===== config.mk =====
export PLATFORM = sky130hd
export DESIGN_NAME = log_capture_sequencer
export DESIGN_NICKNAME = d
export VERILOG_FILES = /design/src/rtl/log_pkg.sv /design/src/rtl/log_readout_skid.sv /design/src/rtl/log_capture_sequencer.sv
export SDC_FILE = /design/constraint.sdc
export NUM_CORES = 1
export LEC_CHECK = 0
export CORE_AREA = 5 5 106 88
export DETAILED_ROUTE_END_ITERATION = 12
export DIE_AREA = 0 0 111 93
export PLACE_DENSITY = 0.84
export SLEW_MARGIN = 20
export SYNTH_ARGS = -nofsm -noshare
export SYNTH_HDL_FRONTEND = slang
export SYNTH_SLANG_ARGS = --single-unit

===== constraint.sdc =====
create_clock -name i_clock -period 4.5 [get_ports i_clock]
set_input_delay 0.675 -clock i_clock [delete_from_list [all_inputs] [get_ports i_clock]]
set_output_delay 0.675 -clock i_clock [all_outputs]
set_load 0.03 [all_outputs]

===== src/rtl/log_pkg.sv =====
// Shared opcodes, log-source selectors and sequencer states for the equalizer log path.
package log_pkg;

    localparam logic [1:0] CMD_NOP     = 2'b00;
    localparam logic [1:0] CMD_CAPTURE = 2'b01;
    localparam logic [1:0] CMD_READ    = 2'b10;
    localparam logic [1:0] CMD_ABORT   = 2'b11;

    localparam logic [2:0] SEL_FSE   = 3'b001;
    localparam logic [2:0] SEL_SLCR  = 3'b010;
    localparam logic [2:0] SEL_COEFF = 3'b011;

    typedef enum logic [2:0] {
        StIdle,
        StClr,
        StCapture,
        StCaptured,
        StRdAddr,
        StRdWait,
        StRdHold
    } log_state_e;

endpackage


===== src/rtl/log_readout_skid.sv =====
// Readout output register: captures the RAM word and holds it until the consumer takes it.
module log_readout_skid #(
    parameter int unsigned RAM_WIDTH = 32
) (
    input  logic                 i_clock,
    input  logic                 i_reset,
    input  logic                 i_load,
    input  logic                 i_flush,
    input  logic [RAM_WIDTH-1:0] i_ram_data,
    input  logic                 i_rd_ready,
    output logic [RAM_WIDTH-1:0] o_rd_data,
    output logic                 o_rd_valid,
    output logic                 o_handshake
);

    logic [RAM_WIDTH-1:0] data_q;
    logic                 valid_q;

    always_ff @(posedge i_clock or posedge i_reset) begin
        if (i_reset) begin
            data_q  <= '0;
            valid_q <= 1'b0;
        end else if (i_flush) begin
            valid_q <= 1'b0;
        end else if (i_load) begin
            data_q  <= i_ram_data;
            valid_q <= 1'b1;
        end else if (valid_q && i_rd_ready) begin
            valid_q <= 1'b0;
        end
    end

    assign o_rd_data   = data_q;
    assign o_rd_valid  = valid_q;
    assign o_handshake = valid_q && i_rd_ready;

endmodule


===== src/rtl/log_capture_sequencer.sv =====
// Host-command sequencer for the equalizer log RAM: clear, gated capture, and paced readout.
module log_capture_sequencer
    import log_pkg::*;
#(
    parameter int unsigned RAM_WIDTH   = 32,
    parameter int unsigned ADDR_W      = 15,
    parameter int unsigned CAPTURE_LEN = 32000,
    parameter int unsigned SEL_W       = 3
) (
    input  logic                 i_clock,
    input  logic                 i_reset,
    input  logic                 i_cmd_valid,
    input  logic [1:0]           i_cmd_op,
    input  logic [SEL_W-1:0]     i_cmd_sel,
    input  logic                 i_enbl_rate_two,
    input  logic                 i_enbl_rate_one,
    input  logic                 i_coeff_strobe,
    output logic [SEL_W-1:0]     o_data_selec_for_log,
    output logic                 o_enbl_write,
    output logic                 o_enbl_read,
    output logic [ADDR_W-1:0]    o_read_adrs,
    input  logic [RAM_WIDTH-1:0] i_ram_data,
    output logic [RAM_WIDTH-1:0] o_rd_data,
    output logic                 o_rd_valid,
    input  logic                 i_rd_ready,
    output logic                 o_busy,
    output logic                 o_capture_done,
    output logic                 o_cmd_err,
    output logic [ADDR_W:0]      o_word_count
);

    localparam logic [ADDR_W:0] LenCnt = (ADDR_W + 1)'(CAPTURE_LEN);
    localparam logic [ADDR_W:0] CntOne = (ADDR_W + 1)'(1);

    log_state_e          state_q, state_d;
    logic [SEL_W-1:0]    sel_q, sel_d;
    logic [ADDR_W:0]     count_q, count_d;
    logic [ADDR_W-1:0]   adrs_q, adrs_d;
    logic                done_q, done_d;
    logic                err_q, err_d;

    logic cmd_abort, busy, sel_legal, strobe, handshake, last_word;

    assign cmd_abort = i_cmd_valid && (i_cmd_op == CMD_ABORT);
    assign busy      = !((state_q == StIdle) || (state_q == StCaptured));
    assign sel_legal = (i_cmd_sel == SEL_W'(SEL_FSE)) || (i_cmd_sel == SEL_W'(SEL_SLCR)) ||
                       (i_cmd_sel == SEL_W'(SEL_COEFF));
    assign last_word = ({1'b0, adrs_q} == (count_q - CntOne));

    always_comb begin
        strobe = 1'b0;
        if (sel_q == SEL_W'(SEL_FSE)) begin
            strobe = i_enbl_rate_two;
        end else if (sel_q == SEL_W'(SEL_SLCR)) begin
            strobe = i_enbl_rate_one;
        end else if (sel_q == SEL_W'(SEL_COEFF)) begin
            strobe = i_coeff_strobe;
        end
    end

    always_comb begin
        state_d = state_q;
        sel_d   = sel_q;
        count_d = count_q;
        adrs_d  = adrs_q;
        done_d  = done_q;
        err_d   = 1'b0;
        if (cmd_abort) begin
            state_d = StIdle;
            count_d = '0;
            done_d  = 1'b0;
        end else begin
            if (i_cmd_valid && (i_cmd_op != CMD_NOP) && busy) begin
                err_d = 1'b1;
            end
            case (state_q)
                StIdle, StCaptured: begin
                    if (i_cmd_valid && (i_cmd_op == CMD_CAPTURE)) begin
                        if (sel_legal) begin
                            sel_d   = i_cmd_sel;
                            count_d = '0;
                            done_d  = 1'b0;
                            state_d = StClr;
                        end else begin
                            err_d = 1'b1;
                        end
                    end else if (i_cmd_valid && (i_cmd_op == CMD_READ)) begin
                        if (count_q != '0) begin
                            adrs_d  = '0;
                            state_d = StRdAddr;
                        end else begin
                            err_d = 1'b1;
                        end
                    end
                end
                StClr:     state_d = StCapture;
                StCapture: begin
                    if (strobe) begin
                        count_d = count_q + CntOne;
                        if ((count_q + CntOne) == LenCnt) begin
                            done_d  = 1'b1;
                            state_d = StCaptured;
                        end
                    end
                end
                StRdAddr:  state_d = StRdWait;
                StRdWait:  state_d = StRdHold;
                StRdHold: begin
                    if (handshake) begin
                        if (last_word) begin
                            state_d = StCaptured;
                        end else begin
                            adrs_d  = adrs_q + 1'b1;
                            state_d = StRdAddr;
                        end
                    end
                end
                default:   state_d = StIdle;
            endcase
        end
    end

    always_ff @(posedge i_clock or posedge i_reset) begin
        if (i_reset) begin
            state_q <= StIdle;
            sel_q   <= '0;
            count_q <= '0;
            adrs_q  <= '0;
            done_q  <= 1'b0;
            err_q   <= 1'b0;
        end else begin
            state_q <= state_d;
            sel_q   <= sel_d;
            count_q <= count_d;
            adrs_q  <= adrs_d;
            done_q  <= done_d;
            err_q   <= err_d;
        end
    end

    // RAM word for the address presented in RD_ADDR is valid during RD_WAIT.
    log_readout_skid #(
        .RAM_WIDTH (RAM_WIDTH)
    ) u_skid (
        .i_clock     (i_clock),
        .i_reset     (i_reset),
        .i_load      (state_q == StRdWait),
        .i_flush     (cmd_abort),
        .i_ram_data  (i_ram_data),
        .i_rd_ready  (i_rd_ready),
        .o_rd_data   (o_rd_data),
        .o_rd_valid  (o_rd_valid),
        .o_handshake (handshake)
    );

    assign o_data_selec_for_log = sel_q;
    assign o_enbl_write         = (state_q == StCapture);
    assign o_enbl_read          = (state_q == StClr) || (state_q == StRdAddr);
    assign o_read_adrs          = adrs_q;
    assign o_busy               = busy;
    assign o_capture_done       = done_q;
    assign o_cmd_err            = err_q;
    assign o_word_count         = count_q;

endmodule


==> flow_summary.ini <==
[routing]
wire_per_inst_microns = 17.40
wl_microns = 11400
post-route-drc-count = 0
vias = 3884
dr.first_iter.drc_count = 331
final_antenna_net_count = 0
firstDrtPassIters = 5
avgViaCountPerCell = 5.930

[sta]
finClkSkew_ns = 0.007615
fin_crit_sh_pct = 71.99
setup_ws_ns = 1.260
period_needed_ns = 3.240
drv_slew = 0
fmax_mhz = 308.7
rsz0062_at_grt = false
maxSlewHeadroom_pct = 26.91
tightest_slew_ns = 1.089
setup_viol = 0
hold_viol_final = 0
hold_ws_ns = 0.5123
setup_tns_ns = 0

[cts]
cts_sinks = 72
cts_buffer_depth = 2
htreeDepth = 3
cts-resized-gates = 0
cts_buffers = 9
cts_tree = yes
postCtsSetupBuffers = 0
clock_latency_ns = 0.34
cts_hold_buf = 0
cts_root_buf = clkbuf_8
clk_pin_slew_ns = 0.08

[placed_design]
place.gp.congestion = 0.9064
place_inst = 640
dp_worst_setup_slack_ns = 1.209
dpl.hpwl_microns = 8266
placed_cell_area_sq_mm = 0.005331
port-buffer-count = 115

[critical_path]
worst-r2r-cell-count = 11
crit_fanout = 11
endpoint = o_read_adrs[14]$_DFFE_PP0P_
end_kind = register
worstSetupPathType = reg2reg
r2r_setup_slack_ns = 1.26
required_ns = 4.77
reg2reg_from = o_word_count[0]$_DFFE_PP0P_
crit_start = o_word_count[0]$_DFFE_PP0P_
worstReg2RegEnd = o_read_adrs[14]$_DFFE_PP0P_
startpoint_type = register
cp.arrival_ns = 3.51

[power_and_ir_drop]
leakage_nw = 2.300
finalPower_mw = 3.024
ir_worst_vdd_mv = 0.4570
powerDensity_mw_per_mm2 = 544.7

[synth]
synth_enable_flop_cells = 0
postSynthAreaPerCell_sq_um = 9.455
synthCells = 438
synthFlopType = dfrtp_1
mappedNetlistArea_sq_mm = 0.004141
syn_nets = 485
yosysWarnings = 0
ys_ff_latch = 72
async_reset_ff_share_pct = 100.0
yosysSeqAreaShare_pct = 43.50
synth_cell_types = 56

[final_layout]
layout.nets = 586
fin_area_sq_mm = 0.005552
utilization_pct = 67.53
drive_gt1_share_pct = 11.79
diodes = 0
stdcell_count = 655
synthToLayoutAreaGrowth_pct = 34.05

[global_route]
overflow = 0
grt_max_degree = 48
grt_antenna_before_repair = 0
first_global_vias = 3845
track_usage_pct = 22.60
grt_pass1_wl_microns = 19330

[die]
core_area_sq_mm = 0.008220
die-area_sq_mm = 0.01032
num_rows = 30
dieHeight_microns = 93
pin_count = 116
die_w_microns = 111
initial_utilization_pct = 50.38

[worst_hold_path]
holdCritPathClass = reg2reg

[run_status]
outcome = finished clean

[run]
cap_violations = 0
where the power goes:
group          switching (mW)  internal [mW]
logic                   0.811          0.639
clock network           0.248          0.324
registers               0.163          0.839
registers in the layout (all words and copies together), names as in the netlist:
register / cells
o_capture_done: 1
o_cmd_err: 1
o_data_selec_for_log: 3
o_read_adrs: 15
o_word_count: 16
state_q: 3
u_skid.o_rd_data: 32
u_skid.o_rd_valid: 1
Yosys cell counts (all sizes together) (4+ instances only):
cell type	instances	area share (%)
o211ai	6	1.1
and3	14	2.1
xor2	14	3.0
nor3	12	1.8
nor2b	4	0.60
nor2	33	3.1
mux2	35	9.5
xnor2	9	1.9
nand3	16	1.9
a21oi	26	3.4
and2	4	0.60
clkbuf	21	1.9
or3	13	2.0
nor4	4	1.1
inv	10	0.91
dfrtp	72	44
o21ai	43	5.2
o31ai	10	1.8
nand2	31	2.8
nand4	14	2.1
buf	7	1.2
per-layer routing:
metal	vias up	GRT usage, %	routed length [microns]
li1	1802	-	-
met1	1867	30.64	4800
met2	192	36.16	5415
met3	23	6.533	1008
met4	0	5.231	174
met5	-	0	0
cell type report:
cell class                      count  area [sq um]
Clock inverter                      5         81.33
Tap cell                          112         140.1
Inverter                           10         38.79
Sequential cell                    72          1802
Timing Repair Buffer              118          1174
Multi-Input combinational cell    328          2178
Clock buffer                       10         137.6
Fill cell                         631          2669
critical path, cell delays in order, from the launching register on:
cell      delay, ns
dfrtp_1        0.54
inv_1          0.12
ha_1           0.21
nor3b_2        0.35
a21boi_0       0.19
a21o_1         0.19
a311oi_1       0.27
and4bb_1       0.28
a21oi_4        0.26
o21ai_1        0.21
or3_1          0.40
a21oi_1        0.15
kinds of logic after synthesis:
family / share of synthesized area [%]
adders and majority gates: 1.148
buffers and inverters: 4.018
DFF: 43.50
muxes: 9.517
AOI/OAI and AO/OA: 15.68
xor gates and xnor gates: 4.864
and+or+nand+nor: 21.27
placed cells by master, fill, tap and decap left out, types with 13 or more instances in the layout:
cell             Yosys  layout
xor2_1              14      14
dfrtp_1             72      72
nand3_1             16      16
or3_1               13      13
nand4_1             14      14
nand2_1             31      31
nor2_1              32      32
mux2_2              35      35
o21ai_0             40      40
a21oi_1             25      25
and3_1              14      14
clkdlybuf4s50_1      0     115
worst min-delay path by stage:
stage	startpoint	to	slack, ns	depth (start not counted)
after global placement	u_skid.o_rd_data[11]$_DFFE_PP0P_	u_skid.o_rd_data[11]$_DFFE_PP0P_	0.49	1
after detailed placement	u_skid.o_rd_data[15]$_DFFE_PP0P_	u_skid.o_rd_data[15]$_DFFE_PP0P_	0.49	1
final	u_skid.o_rd_data[23]$_DFFE_PP0P_	u_skid.o_rd_data[23]$_DFFE_PP0P_	0.51	1
after global routing	u_skid.o_rd_data[18]$_DFFE_PP0P_	u_skid.o_rd_data[18]$_DFFE_PP0P_	0.53	1
after floorplan	state_q[0]$_DFFE_PP0P_	state_q[0]$_DFFE_PP0P_	0.54	2
after CTS	u_skid.o_rd_data[23]$_DFFE_PP0P_	u_skid.o_rd_data[23]$_DFFE_PP0P_	0.51	1
Note: power is estimated with default switching activity, not from simulation.
